### config.mk
export PLATFORM = sky130hd
export DESIGN_NAME = proc_muldiv
export DESIGN_NICKNAME = d
export VERILOG_FILES = /design/src/rtl/proc_muldiv_pkg.sv /design/src/rtl/proc_muldiv_core.sv /design/src/rtl/proc_muldiv.sv
export SDC_FILE = /design/constraint.sdc
export NUM_CORES = 1
export LEC_CHECK = 0
export BUFFER_PORTS_ARGS = -buffer_cell sky130_fd_sc_hd__buf_2
export CELL_PAD_IN_SITES_DETAIL_PLACEMENT = 0
export CELL_PAD_IN_SITES_GLOBAL_PLACEMENT = 2
export CORE_MARGIN = 2
export CORE_UTILIZATION = 36
export DETAILED_ROUTE_END_ITERATION = 16
export PLACE_DENSITY_LB_ADDON = 0.1
export REMOVE_ABC_BUFFERS = 1
export SLEW_MARGIN = 20
export SYNTH_ARGS = -nofsm -noshare
export SYNTH_HDL_FRONTEND = slang
export SYNTH_SLANG_ARGS = --single-unit
### constraint.sdc
create_clock -name clk -period 5.46 [get_ports clk]
set_clock_uncertainty 0.05 [all_clocks]
set_input_delay 0.819 -clock clk [delete_from_list [all_inputs] [get_ports clk]]
set_output_delay 0.819 -clock clk [all_outputs]
set_load 0.03 [all_outputs]
### src/rtl/proc_muldiv_pkg.sv
// Shared encodings for the iterative RV32M multiply/divide unit: funct3 opcodes,
// FSM states and operand-signedness decode.
package proc_muldiv_pkg;

  localparam logic [2:0] OP_MUL    = 3'b000;
  localparam logic [2:0] OP_MULH   = 3'b001;
  localparam logic [2:0] OP_MULHSU = 3'b010;
  localparam logic [2:0] OP_MULHU  = 3'b011;
  localparam logic [2:0] OP_DIV    = 3'b100;
  localparam logic [2:0] OP_DIVU   = 3'b101;
  localparam logic [2:0] OP_REM    = 3'b110;
  localparam logic [2:0] OP_REMU   = 3'b111;

  typedef enum logic [1:0] {
    ST_IDLE = 2'd0,
    ST_CALC = 2'd1,
    ST_DONE = 2'd2
  } state_t;

  function automatic logic op_signed_a(input logic [2:0] op);
    return op inside {OP_MULH, OP_MULHSU, OP_DIV, OP_REM};
  endfunction

  function automatic logic op_signed_b(input logic [2:0] op);
    return op inside {OP_MULH, OP_DIV, OP_REM};
  endfunction

endpackage

### src/rtl/proc_muldiv_core.sv
// Unsigned magnitude datapath: W-step shift-add multiply or restoring divide in one
// 2W-bit register; acc_nxt_o is the value the current step will load.
module proc_muldiv_core #(
  parameter int W = 32
) (
  input  logic           clk,
  input  logic           rst_n,
  input  logic           start_i,
  input  logic           step_i,
  input  logic           is_div_i,
  input  logic [W-1:0]   mag_a_i,
  input  logic [W-1:0]   mag_b_i,
  output logic [2*W-1:0] acc_nxt_o,
  output logic           last_o
);

  localparam int CW = $clog2(W);

  // Multiply: {partial product, remaining multiplier}. Divide: {remainder, quotient}.
  logic [2*W-1:0] acc_q;
  logic [W-1:0]   opd_q;
  logic [CW-1:0]  cnt_q;
  logic           is_div_q;

  logic [W:0] sum;
  logic [W:0] shifted;
  logic [W:0] diff;

  always_comb begin
    sum     = {1'b0, acc_q[2*W-1:W]} + (acc_q[0] ? {1'b0, opd_q} : {(W+1){1'b0}});
    shifted = {acc_q[2*W-1:W], acc_q[W-1]};
    diff    = shifted - {1'b0, opd_q};
    if (is_div_q) begin
      acc_nxt_o = diff[W] ? {shifted[W-1:0], acc_q[W-2:0], 1'b0}
                          : {diff[W-1:0],    acc_q[W-2:0], 1'b1};
    end else begin
      acc_nxt_o = {sum, acc_q[W-1:1]};
    end
  end

  assign last_o = (cnt_q == CW'(W-1));

  always_ff @(posedge clk) begin
    if (!rst_n) begin
      acc_q    <= '0;
      opd_q    <= '0;
      cnt_q    <= '0;
      is_div_q <= 1'b0;
    end else if (start_i) begin
      acc_q    <= {{W{1'b0}}, (is_div_i ? mag_a_i : mag_b_i)};
      opd_q    <= is_div_i ? mag_b_i : mag_a_i;
      cnt_q    <= '0;
      is_div_q <= is_div_i;
    end else if (step_i) begin
      acc_q <= acc_nxt_o;
      cnt_q <= last_o ? '0 : cnt_q + 1'b1;
    end
  end

endmodule

### src/rtl/proc_muldiv.sv
// RV32M mul/div unit: result strobes BUS_WIDTH+1 cycles after the handshake; one op in
// flight, o_ready low from handshake through DONE so issue must stall; i_flush aborts.
module proc_muldiv
  import proc_muldiv_pkg::*;
#(
  parameter int BUS_WIDTH = 32,
  parameter int REG_DPTH  = 32
) (
  input  logic                        clk,
  input  logic                        rst_n,
  input  logic                        i_valid,
  output logic                        o_ready,
  input  logic [2:0]                  i_op,
  input  logic [BUS_WIDTH-1:0]        i_rega_data,
  input  logic [BUS_WIDTH-1:0]        i_regb_data,
  input  logic [$clog2(REG_DPTH)-1:0] i_rd_add,
  input  logic                        i_flush,
  output logic                        o_busy,
  output logic                        o_valid,
  output logic                        o_reg_we,
  output logic [$clog2(REG_DPTH)-1:0] o_regw_add,
  output logic [BUS_WIDTH-1:0]        o_reg_data
);

  localparam int W  = BUS_WIDTH;
  localparam int AW = $clog2(REG_DPTH);

  state_t         state_q;
  logic [2:0]     op_q;
  logic [AW-1:0]  rd_q;
  logic           sa_q, sb_q, divz_q;
  logic [W-1:0]   rs1_q;
  logic           valid_q;
  logic [AW-1:0]  regw_add_q;
  logic [W-1:0]   reg_data_q;

  logic           sa_d, sb_d;
  logic [W-1:0]   mag_a_d, mag_b_d;
  logic           start, step, last;
  logic [2*W-1:0] acc_nxt, prod_s;
  logic [W-1:0]   quo, rem, result_d;

  assign start = (state_q == ST_IDLE) && i_valid && !i_flush;
  assign step  = (state_q == ST_CALC) && !i_flush;

  always_comb begin
    sa_d    = op_signed_a(i_op) & i_rega_data[W-1];
    sb_d    = op_signed_b(i_op) & i_regb_data[W-1];
    mag_a_d = sa_d ? -i_rega_data : i_rega_data;
    mag_b_d = sb_d ? -i_regb_data : i_regb_data;
  end

  proc_muldiv_core #(.W(W)) u_core (
    .clk       (clk),
    .rst_n     (rst_n),
    .start_i   (start),
    .step_i    (step),
    .is_div_i  (i_op[2]),
    .mag_a_i   (mag_a_d),
    .mag_b_i   (mag_b_d),
    .acc_nxt_o (acc_nxt),
    .last_o    (last)
  );

  // MIN/-1 needs no special path: |MIN|/1 = 2^(W-1), whose negation is MIN again, rem 0.
  always_comb begin
    prod_s = (sa_q ^ sb_q) ? -acc_nxt : acc_nxt;
    quo    = acc_nxt[W-1:0];
    rem    = acc_nxt[2*W-1:W];
    case (op_q)
      OP_MUL:                      result_d = prod_s[W-1:0];
      OP_MULH, OP_MULHSU, OP_MULHU: result_d = prod_s[2*W-1:W];
      OP_DIV, OP_DIVU:             result_d = divz_q ? {W{1'b1}} : ((sa_q ^ sb_q) ? -quo : quo);
      default:                     result_d = divz_q ? rs1_q : (sa_q ? -rem : rem);
    endcase
  end

  always_ff @(posedge clk) begin
    if (!rst_n) begin
      state_q    <= ST_IDLE;
      op_q       <= '0;
      rd_q       <= '0;
      sa_q       <= 1'b0;
      sb_q       <= 1'b0;
      divz_q     <= 1'b0;
      rs1_q      <= '0;
      valid_q    <= 1'b0;
      regw_add_q <= '0;
      reg_data_q <= '0;
    end else begin
      valid_q <= 1'b0;
      case (state_q)
        ST_IDLE: begin
          if (start) begin
            op_q    <= i_op;
            rd_q    <= i_rd_add;
            sa_q    <= sa_d;
            sb_q    <= sb_d;
            divz_q  <= (i_regb_data == '0);
            rs1_q   <= i_rega_data;
            state_q <= ST_CALC;
          end
        end
        ST_CALC: begin
          if (i_flush) begin
            state_q <= ST_IDLE;
          end else if (last) begin
            reg_data_q <= result_d;
            regw_add_q <= rd_q;
            valid_q    <= 1'b1;
            state_q    <= ST_DONE;
          end
        end
        ST_DONE: state_q <= ST_IDLE;
        default: state_q <= ST_IDLE;
      endcase
    end
  end

  assign o_ready    = (state_q == ST_IDLE);
  assign o_busy     = (state_q != ST_IDLE);
  assign o_valid    = valid_q;
  assign o_reg_we   = valid_q && (regw_add_q != '0);
  assign o_regw_add = regw_add_q;
  assign o_reg_data = reg_data_q;

endmodule

# After elaboration in Yosys (flattened, before gate mapping)
# Index checks and enable logic that the tools add are counted.
# word_totals
reg_bits	185
latch_bits	0
ramBits	0
rom_bits	0
in_bits	76
out_inout_bits	41
wordCells	83
memories	0
# classes
add_sub_neg	8
multipliers	0
div	0
n_lt_le_gt_ge	0
eq_ne	13
shifts	0
mux	21
bitwise_logic	6
n_reduce_logical	20
# ops
operator	count
32-bit two-way mux	11
64-bit two-way mux	3
32-bit negation	4
32-bit one-hot mux with 3 select lines	1
64-bit negation	1
32-bit by 32-bit adder with 33-bit output	1
33-bit by 32-bit subtractor with 33-bit output	1
32-bit zero test	1
3-bit == test, second input constant	4
3-bit by 2-bit == test with 1-bit output, second input constant	3
3-bit by 1-bit == test with 1-bit output, second input constant	2
2-bit two-way mux	3
3-bit OR reduction	2
5-bit by 1-bit adder with 5-bit output, second input constant	1
5-bit == test, second input constant	1
5-bit two-way mux	1
5-bit nonzero test	1
1-bit logical AND	4
2-bit one-hot mux with 2 select lines	1
2-bit AND reduction	2
2-bit nonzero test	2
4-bit nonzero test	1
2-bit OR reduction	2
3-bit zero test	1
other kinds (11)	14

# Logic depth before layout (Yosys ltp)
# Gate-level depths: netlist of run 1.
# logic_depth
word_depth	7
mapped_depth	23
mapped_depth_nobuf	22

# By module
# Synthesis of run 1 repeated with hierarchy kept, for this count alone.
# unflattened
cells_unflattened	2249
area_unflattened_um2	16878.7
# modules_own_cells
mod	instances	cells_per_inst	area_each_um2	seq_area_each_um2
proc_muldiv_core	1	1204	9551.7	2042.0
proc_muldiv	1	1045	7327.0	1661.6

# Worst setup path after synthesis of run 1
# OpenSTA, ideal clock, no wires.
# synth_path
kind	register -> register
start	reg u_core.acc_q[31]
end	reg reg_data_q[28], in the netlist o_reg_data[28]
setup_time_ns	0.128
arrival_time_ns	4.592
required_time_ns	5.282
slack_ns	0.690
path_stages_with_launch	23
path_buffers	1
period_less_slack_ns	4.770
cell_sequence	dfxtp_1 -> inv_1 -> ha_1 -> fa_1 -> nand2b_1 -> a21oi_2 -> o21ai_2 -> a211oi_2 -> o31a_2 -> buf_4 -> nor3_1 -> nor2_1 -> ha_1 -> o21ai_0 -> nor2_1 -> and3_1 -> nand3_1 -> or2_2 -> nor2_1 -> nand3_1 -> o31a_1 -> a2111oi_1 -> o22ai_1
# synth_between
elab_chain_cells	7
elab_cells_between_ends	12
cone_classes	4 x add/sub; 8 x mux
# synth_rtl
item	line	text
start: declaration	proc_muldiv_core.sv:20	logic [2*W-1:0] acc_q;
start signal: assignment	proc_muldiv_core.sv:50	acc_q <= {{W{1'b0}}, (is_div_i ? mag_a_i : mag_b_i)};
start signal: assignment	proc_muldiv_core.sv:55	acc_q <= acc_nxt_o;
33-bit by 32-bit subtractor with 33-bit output	proc_muldiv_core.sv:32	diff = shifted - {1'b0, opd_q};
64-bit two-way mux	proc_muldiv_core.sv:34	acc_nxt_o = diff[W] ? {shifted[W-1:0], acc_q[W-2:0], 1'b0}
64-bit two-way mux (*)	proc_muldiv_core.sv:33	if (is_div_q) begin
32-bit negation (on tied branches)	proc_muldiv.sv:74, proc_muldiv.sv:73	
32-bit two-way mux (on tied branches) (2 in a row)	proc_muldiv.sv:74, proc_muldiv.sv:73	
32-bit one-hot mux with 3 select lines (*)	proc_muldiv.sv:70	case (op_q)
end signal: assignment	proc_muldiv.sv:108	reg_data_q <= result_d;
end: declaration	proc_muldiv.sv:35	logic [W-1:0] reg_data_q;
# Mark *: on every way between the ends. The rest lies on a longest branch, timed or not.
# A chain may end at the register's enable or synchronous reset.

# Final worst setup path of run 1
# Ends and elaborated chain as after synthesis.

==> results of run 1 <==
stage by stage:
step / power (W) / worst slack, ps / TNS (ps)
2_1_floorplan: 0.00238 / -3170 / -201790
3_3_place_gp: 0.00296 / 232 / 0
3_5_place_dp: 0.00295 / 249 / 0
4_1_cts: 0.00431 / 203 / 0
5_1_grt: 0.00451 / -56.1 / -56.1
6_report: 0.00430 / 290 / 0
layout make-up:
class | instances | area (um2) | area share [%]
Antenna cell | 1 | 2.50 | 0.0126
Clock buffer | 18 | 429 | 2.16
Clock inverter | 14 | 156 | 0.789
Inverter | 69 | 259 | 1.31
Multi-Input combinational cell | 2072 | 13100 | 65.9
Sequential cell | 185 | 3710 | 18.7
Tap cell | 622 | 778 | 3.92
Timing Repair Buffer | 224 | 1430 | 7.22
logic make-up after synthesis:
group                    synth area share [%]
AND/OR/NAND/NOR                          25.5
XOR/XNOR                                 9.05
adder cells (fa/ha/maj)                  5.20
buffers and inverters                    5.27
multiplexers                             2.39
AO/OA/AOI/OAI                            31.6
flip-flops                               21.0
synthesized netlist by cell type (8+ instances only):
cell	number
nand2_1	384
xnor2_1	106
a21oi_1	194
and3_1	22
o211ai_1	71
nand3b_1	8
a21boi_0	78
o21a_1	19
or3_1	21
nor3_1	72
inv_1	68
a21o_1	27
a21oi_2	8
o31ai_1	21
o21bai_1	8
a41oi_1	10
a211oi_1	45
nand4_1	21
buf_2	19
a31oi_1	29
nor2b_1	25
a22oi_1	11
dfxtp_1	185
nor4_1	23
nor2_1	189
a221oi_1	17
and2_1	69
mux2i_1	41
and4_1	9
xor2_1	76
buf_1	10
o21ai_0	190
nand2b_1	16
nand3_1	37
clkbuf_1	122
ha_1	70
a211o_1	8
routing by layer:
metal  GRT usage (%)  up-vias  part of all wire (%)
met1            40.1     9104                    47
li1                -     9173                     -
met5               0        -                     0
met4            8.65        0                   2.6
met2            45.7      502                    45
met3            4.89       87                   5.3
worst max-delay path: stages, from the launching register on:
cell and delay (ps):
dfxtp_1 340, inv_1 50, ha_1 190, fa_1 430, nand2b_1 240, a21oi_4 250, o21ai_2 140, a211oi_4 350
o31a_2 190, buf_4 250, or4_1 150, nand3_1 100, inv_1 100, ha_1 250, nand2_1 110, a2111oi_1 420
a211oi_1 110, buf_4 180, nor2_1 150, nand3_1 220, o31a_1 350, a2111oi_1 310, o22ai_1 120
where the power goes:
group | internal (W) | leakage, nW | switching, W
Combinational | 0.000530 | 5.96 | 0.000964
Sequential | 0.00140 | 1.51 | 0.0000584
Clock | 0.000651 | 0.283 | 0.000692
Total | 0.00258 | 7.75 | 0.00171
layout by cell type (no fill, tap or decap), types with 22 or more instances in the layout:
cell and count:
nand3_1 37, xnor2_1 105, buf_2 115, a21o_1 27, o21ai_0 190, mux2i_1 41
ha_1 70, nand2_1 383, and2_1 68, a211oi_1 45, nor4_1 22, dfxtp_1 183
nor3_1 72, a31oi_1 29, xor2_1 75, a21boi_0 78, nor2_1 188, a21oi_1 194
nor2b_1 25, inv_1 68, buf_4 106, o211ai_1 71, and3_1 22
what timing repair did:
item                                    CTS  global route
gates resized for setup                   0             6
endpoints found under the setup margin    0             8
hold endpoints to repair                  0             0
buffers inserted                          0             0
state kept, by name, indices dropped and copies added, names as in the netlist:
name             cells
u_core.acc_q        64
o_regw_add           5
sa_q                 1
o_reg_data          32
state_q              2
o_valid              1
u_core.cnt_q         5
divz_q               1
u_core.is_div_q      1
rs1_q               32
op_q                 3
u_core.opd_q        32
sb_q                 1
rd_q                 5
worst paths after layout:
check / start / endpoint / cells after the start
max: u_core.acc_q[31] / o_reg_data[28] / 22
min: rs1_q[14] / rs1_q[14] / 2
max reg2reg: u_core.acc_q[31] / o_reg_data[28] / 22
min reg2reg: rs1_q[14] / rs1_q[14] / 2
==> metrics.cfg, run 1 <==
[grt]
grt_pass1_wl_um = 110000
grt-ovfl-total = 0
grtUsageTotal_pct = 28.9
grt_max_degree = 143
grt_pass1_vias = 17800
antenna_found_initial = 1

[cells_and_area]
area_growth_pct = 12.5
drive_gt1_share_pct = 12.6
final_util_pct = 40.8
fin_cells = 3205
fin_area_um2 = 19800
nets = 2717
fillers = 5208

[synthesis]
yosys-top-cells-area = dfxtp_1, nand2_1, a21oi_1
synth_flop_cell = dfxtp_1
ys_warn_count = 0
syn_area_um2 = 17600
synth-edff-count = 0
synth_seq_cells = 185
yosys.area.top_type = dfxtp_1
seq_area_frac_synth_pct = 21.0
synthArstFlopShare_pct = 0
synthCells = 2486
syn_area_per_cell_um2 = 7.09
yosysUniqueCellTypes = 103
synth_top_area_share_pct = 21.0

[floorplanning]
die_x_um = 225
core_um2 = 48600
fp.dieArea_um2 = 50700
rows = 81
start_util_pct = 36.2
die_h_um = 225
io_pins = 117

[timing]
max_slew.worst_pin.slew_ps = 1090
period_share_pct = 94.7
fin_crit_ps = 5170
rsz0062_at_grt = yes
hold_slack_ps = 414
slew_violations = 0
timing.fmax_ghz = 0.193
slew_headroom_pct = 26.7
hold_viol = 0
setup_viol = 0

[setup_path]
rrSetupSlack_ps = 290
worstSetupEndpointType = flop
worstPathRequired_ps = 5810
crit_type = flop to flop
cp_max_fo = 20
cp-start-kind = flop
cp.arrival_ps = 5520

[power]
peakVddDrop_mv = 0.259
p_leak_nw = 7.75
power_density_nw_per_um2 = 217

[place]
dp_hpwl_um = 57000
placedCellCount = 3172
gp_congestion = 0.934
portBuffers = 116
post_dp_cell_area_um2 = 19200

[route]
dr.pass1.iters = 5
drtIter0Drc = 1660
viasPerCell = 5.89
remaining_drc_errors = 0
ant_nets = 0
routed_wirelength_um = 73600
vias = 18900
wire_per_inst_um = 22.9

[cts]
clk-insertion-delay-late_ps = 520
cts_max_level = 4
cts_made_buffers = 17
path_clk_slew_ps = 80
cts_hold_buf = 0
cts_buffer_depth = 2
root_buffer = clkbuf_16
numClockSinks = 185
cts_tree = built

[min_path]
hp-class = flop to flop

[flow_run]
cap_violations = 0

[run_status]
outcome = complete, no violations

No activity file was read; power rests on OpenSTA's default activity.
==> inputs of run 2 (changes only) <==
ABC_AREA = 1   (was unset)
CORE_MARGIN = unset   (was 2)
CORE_UTILIZATION = 33   (was 36)
==> run 2 against run 1 <==
Effect of this change:
- maximum frequency grew 3.9%
- die area grew 15%
- critical path type unchanged
- sequential share of layout area shrank 0.99 points
- register-to-register slack gained 190 ps
- count of clock-buffer cells in the layout shrank 1
- power grew 23%
- combinational power grew 61%
- design area grew 5.5%
- synthesized cell count grew 36%
- sequential power is essentially flat
==> metrics.cfg, run 2 <==
[setup_path]
critPathSlowestCell = fa_1
crit_end = o_reg_data[10]
rr_worst_depth = 33  ; +50%
rrSetupSlack_ps = 480  ; +190 ps
worstPathRequired_ps = 5820  ; about the same
worstSetupEndpointType = flop
crit_start = u_core.acc_q[31]
r2r_end = o_reg_data[10]
reg2reg_from = u_core.acc_q[31]
cp.arrival_ps = 5340  ; -180 ps
cp-start-kind = flop
max_stage_delay_ps = 430  ; about the same
crit_family = simple AND/OR/NAND/NOR gates
cp_num_cells = 33  ; +50%
crit_buf_inv = 5  ; +1
cp_max_fo = 10  ; -50%
crit_type = flop to flop

[synthesis]
synthCells = 3393  ; +36%
yosysUniqueCellTypes = 55  ; -47%
syn_area_um2 = 18900  ; +7.2%
synth_common_cells = nand2_1, inv_1, nor2_1, o21ai_0, nand3_1
synth_top_area_share_pct = 19.9  ; -1.1 points
yosys.area.top_type = nand2_1
synth-edff-count = 0  ; unchanged
yosys-top-cells-area = nand2_1, dfxtp_1, inv_1
synth_most_common_cell = nand2_1
synth_flop_cell = dfxtp_1
synth_seq_cells = 185  ; unchanged
seq_area_frac_synth_pct = 19.6  ; -1.4 points
syn_area_per_cell_um2 = 5.57  ; -21%
synthArstFlopShare_pct = 0  ; unchanged
ys_warn_count = 0  ; unchanged

[floorplanning]
io_pins = 117  ; unchanged
fp.dieArea_um2 = 58200  ; +15%
core_um2 = 56500  ; +16%
die_h_um = 241  ; +7.1%
rows = 87  ; +7.4%
die_x_um = 241  ; +7.1%
start_util_pct = 33.4  ; -2.8 points

[route]
wire_per_inst_um = 23.8  ; +3.6%
remaining_drc_errors = 0  ; unchanged
routed_wirelength_um = 100000  ; +36%
viasPerCell = 5.40  ; -8.3%
drtIter0Drc = 1997  ; +20%
dr.pass1.iters = 6  ; +1
ant_nets = 0  ; unchanged
vias = 22800  ; +21%

[grt]
grt_pass1_vias = 21300  ; +19%
grt_pass1_wl_um = 143000  ; +29%
antenna_found_initial = 2  ; +1
grt-ovfl-total = 0  ; unchanged
grt_max_degree = 58  ; -59%
grtUsageTotal_pct = 34.3  ; +5.4 points

[timing]
hold_viol = 0  ; unchanged
max_slew.worst_pin.slew_ps = 1030  ; -56.6 ps
period_share_pct = 91.1  ; -3.6 points
finalSetupTns_ps = 0  ; unchanged
slew_violations = 0  ; unchanged
hold_slack_ps = 395  ; -18.8 ps
slew_headroom_pct = 31.2  ; +4.5 points
fin_crit_ps = 4980  ; -195 ps
setup_viol = 0  ; unchanged
rsz0062_at_grt = no
fin_ws_ps = 484  ; +195 ps
timing.fmax_ghz = 0.201  ; +3.9%

[place]
pre_cts_slack_ps = 586  ; +337 ps
gp_congestion = 0.973  ; +4.2%
dp_hpwl_um = 79800  ; +40%
portBuffers = 116  ; unchanged

[min_path]
hp-class = flop to flop

[cts]
cts_made_buffers = 17  ; unchanged
cts_hold_buf = 0  ; unchanged
clk-insertion-delay-late_ps = 520  ; about the same
cts_tree = built
path_clk_slew_ps = 90  ; about the same
cts_max_level = 4  ; unchanged
cts_resized = 0  ; unchanged
numClockSinks = 185  ; unchanged
root_buffer = clkbuf_16
cts_setup_buffers = 0  ; unchanged
cts_buffer_depth = 2  ; unchanged

[run_status]
outcome = complete, no violations

[cells_and_area]
layout_commonest_cell = nand2_1
area_growth_pct = 10.8
regMostFlops = u_core.acc_q
diodes = 0  ; -1
nets = 3599  ; +32%
layout_common_cells = nand2_1, inv_1, nor2_1
drive_gt1_share_pct = 8.49  ; -4.1 points
largest_reg_flops = 64  ; unchanged

[flow_run]
cap_violations = 0  ; unchanged

[power]
p_leak_nw = 11.0  ; +42%
power_w = 0.00527  ; +23%
peakVddDrop_mv = 0.209  ; -19%
power_density_nw_per_um2 = 252  ; +16%

run 2: changes by cell type after synthesis, sizes merged, moves of 41 or more:
cell    change
a21boi     -76
o21ai      +73
nand2     +645
inv       +472
xnor2      -91
a211oi     -47
nor3       -41
nand3     +203
nor2      +195
and2       -64
run 2: logic make-up after synthesis:
kind of cell | count (synthesis) | synth area share, %
AO/OA/AOI/OAI | 600 | 18.0
XOR/XNOR | 94 | 4.36
adder cells (fa/ha/maj) | 72 | 4.85
multiplexers | 1 | 0.0530
flip-flops | 185 | 19.6
buffers and inverters | 669 | 13.6
AND/OR/NAND/NOR | 1772 | 39.5
run 2: area by class of cell:
type / instances / area (um2)
clock buffers: 17 / 425
multi-input cells: 2539 / 12600
fillers: 6483 / 35600
clock inverters: 15 / 206
inverters: 544 / 2040
well taps: 756 / 946
repair buffers: 164 / 956
flip-flops and latches: 185 / 3710
run 2: report_power, final:
part	switching, W	internal (W)
combinational	0.00176	0.000644
clock	0.000779	0.000636
sequential	0.0000512	0.00141
total	0.00259	0.00269
run 2: worst min-delay path: stages, from the launching register on:
cell     delay, ps
dfxtp_1        330
nand2_1         50
nand2_1         40
run 2: per-layer routing:
| layer | wire (um) | vias up | global-route usage, % |
|---|---|---|---|
| li1 | - | 11000 | - |
| met1 | 44200 | 10800 | 45.7 |
| met2 | 45300 | 891 | 55.3 |
| met3 | 6350 | 150 | 3.90 |
| met4 | 4480 | 0 | 15.7 |
| met5 | 0 | - | 0 |
run 2: how the worst min path moves through the flow:
stage                       start  endpoint  slack [ps]  depth (start not counted)
after detailed placement  rd_q[2]   rd_q[2]         380                          2
after global routing      rd_q[4]   rd_q[4]         430                          2
after floorplan           rd_q[0]   rd_q[0]         360                          2
final                     rd_q[1]   rd_q[1]         400                          2
after CTS                 rd_q[2]   rd_q[2]         400                          2
after global placement    rd_q[3]   rd_q[3]         380                          2
run 2: per-stage QoR:
stage	instances	util, %	instance area [um2]
floorplan	3268	-	18400
global placement	4188	35.9	20300
detailed placement	4188	35.9	20300
CTS	4220	37.0	20900
global route	4220	37.0	20900
finish	4220	37.0	20900
==> inputs of run 3 (changes only) <==
BUFFER_PORTS_ARGS = unset   (was -buffer_cell sky130_fd_sc_hd__buf_2)
CORE_UTILIZATION = 30   (was 33)
DONT_BUFFER_PORTS = 1   (was unset)
clock period = 5.2 ns   (was 5.46 ns; I/O delays follow)
==> run 3 against run 2 <==
Effect of this change:
- worst setup slack worse by 67 ps
- sequential share of layout area is 0.17 points higher
- global-route usage is 1.7 points lower
- non-clock buffer count is 85 lower
- clock power is 8% higher
- design area is 0.95% lower
- combinational power is 7% higher
==> metrics.cfg, run 3 (synthesis gave the netlist of run 2 again) <==
[route]
routed_wirelength_um = 104000  ; +4.1%
dr.pass1.iters = 7  ; +1
wl_met1_um = 46200  ; +4.5%
remaining_drc_errors = 0  ; unchanged
viasPerCell = 5.27  ; -2.3%
ant_nets = 0  ; unchanged
vias = 22200  ; -2.4%
drtIter0Drc = 1996  ; -0.050%
dr_wl_met3_um = 5820  ; -8.3%
wl_met2_um = 48600  ; +7.3%
top_layer = met4
wire_per_inst_um = 24.8  ; +4.2%

[grt]
grt-ovfl-total = 0  ; unchanged
antenna_found_initial = 2  ; unchanged
grt_pass1_wl_um = 149000  ; +4.3%
grt_max_degree = 98  ; +69%
grt_pass1_vias = 21200  ; -0.48%
grtUsageTotal_pct = 32.5  ; -1.7 points

[floorplanning]
io_pins = 117  ; unchanged
start_util_pct = 30.5  ; -2.9 points
die_h_um = 253  ; +4.8%
rows = 91  ; +4.6%
core_um2 = 61900  ; +9.6%
fp.dieArea_um2 = 64000  ; +9.9%
die_x_um = 253  ; +4.8%

[setup_path]
crit_end = o_reg_data[10]
max_stage_delay_ps = 470  ; +40 ps
cp_max_fo = 5  ; -5
crit_top_cell = nand2_4
critPathSlowestCell = fa_1
crit_start = u_core.acc_q[31]
cp-start-kind = flop
rrSetupSlack_ps = 420  ; -70 ps
reg2reg_from = u_core.acc_q[31]
crit_type = flop to flop
rr_worst_depth = 33  ; unchanged
cp_num_cells = 33  ; unchanged
r2r_end = o_reg_data[10]
crit_family = simple AND/OR/NAND/NOR gates
crit_buf_inv = 5  ; unchanged
cp.arrival_ps = 5140  ; -200 ps
worstSetupEndpointType = flop
worstPathRequired_ps = 5560  ; -260 ps

[cts]
cts_buffer_depth = 2  ; unchanged
cts_made_buffers = 17  ; unchanged
path_clk_slew_ps = 100  ; about the same
cts_setup_buffers = 0  ; unchanged
cts_max_level = 4  ; unchanged
numClockSinks = 185  ; unchanged
root_buffer = clkbuf_16
cts_tree = built
clk-insertion-delay-late_ps = 530  ; about the same

[place]
gp_congestion = 0.979  ; +0.57%
portBuffers = 0  ; -100%
dp_hpwl_um = 84100  ; +5.5%
pre_cts_slack_ps = 345  ; -241 ps

[cells_and_area]
layout_commonest_cell = nand2_1
drive_gt1_share_pct = 6.39  ; -2.1 points
largest_reg_flops = 64  ; unchanged
layout_common_cells = nand2_1, inv_1, nor2_1
final_util_pct = 33.5  ; -3.6 points
regMostFlops = u_core.acc_q
nets = 3514  ; -2.4%
diodes = 0  ; unchanged
area_growth_pct = 9.74

[power]
power_density_nw_per_um2 = 272  ; +7.7%
peakVddDrop_mv = 0.294  ; +41%
p_leak_nw = 10.7  ; -3.2%

[timing]
fin_crit_ps = 4780  ; -193 ps
rsz0062_at_grt = no
hold_viol = 0  ; unchanged
slew_violations = 0  ; unchanged
fin_ws_ps = 418  ; -66.6 ps
slew_headroom_pct = 24.1  ; -7.0 points
period_share_pct = 92.0  ; +0.84 points
timing.fmax_ghz = 0.209  ; +4.0%
max_slew.worst_pin.slew_ps = 1140  ; +106 ps
hold_slack_ps = 338  ; -57.7 ps
setup_viol = 0  ; unchanged

[flow_run]
cap_violations = 0  ; unchanged

[run_status]
outcome = complete, no violations

[min_path]
hp-class = input port to flop

[run 3: cell count changes in the layout (fill, tap and decap cells not counted), sizes merged]
| cell | before | now |
|---|---|---|
| buf | 164 | 79 |
| inv | 548 | 552 |
| clkinv | 11 | 7 |
[run 3: how the worst min path moves through the flow]
stage                     slack [ps]    start  cells after the start            end
after global placement           370  rd_q[0]                      2        rd_q[0]
after global routing             330    rst_n                      2  o_regw_add[1]
after floorplan                  360  rd_q[0]                      2        rd_q[0]
final                            340    rst_n                      2  o_regw_add[2]
after CTS                        310    rst_n                      2  o_regw_add[2]
after detailed placement         380  rd_q[2]                      2        rd_q[2]
[run 3: worst register-to-register path: cells and delay by family, from the launching register on]
family	cells	cell delay (ps)
buf+inv	5	420
fa+ha+maj	3	850
compound gates	3	450
simple gates	22	2550
flops	1	370
[run 3: layout make-up]
class | instances | area (um2)
clock buffers | 17 | 425
clock inverters | 15 | 218
fillers | 7196 | 41200
inverters | 544 | 2040
multi-input cells | 2539 | 12700
flip-flops and latches | 185 | 3710
well taps | 837 | 1050
repair buffers | 79 | 606
[run 3: what timing repair did]
action	CTS	global route
endpoints found under the setup margin	0	8
gates resized for setup	0	6
endpoints found under the hold margin	0	0
hold buffers	0	0
[run 3: metrics by stage]
stage / instances / power, W / TNS (ps) / cell area (um2)
floorplan: 3268 / 0.00310 / -115450 / 18400
global placement: 4184 / 0.00411 / 0 / 20100
detailed placement: 4184 / 0.00409 / 0 / 20100
CTS: 4216 / 0.00563 / 0 / 20700
global route: 4216 / 0.00593 / 0 / 20700
finish: 4216 / 0.00563 / 0 / 20700
[run 3: metal layers]
layer | up-vias | track usage, %
met2 | 722 | 54.2
met4 | 0 | 12.3
met5 | - | 0
met3 | 122 | 4.77
met1 | 10600 | 42.2
li1 | 10800 | -
[run 3: power breakdown]
group	internal, W	switching (W)	leakage, nW	total, W
combinational	0.000691	0.00187	8.86	0.00256
sequential	0.00148	0.0000616	1.51	0.00154
clock	0.000681	0.000843	0.311	0.00152
total	0.00285	0.00278	10.7	0.00563
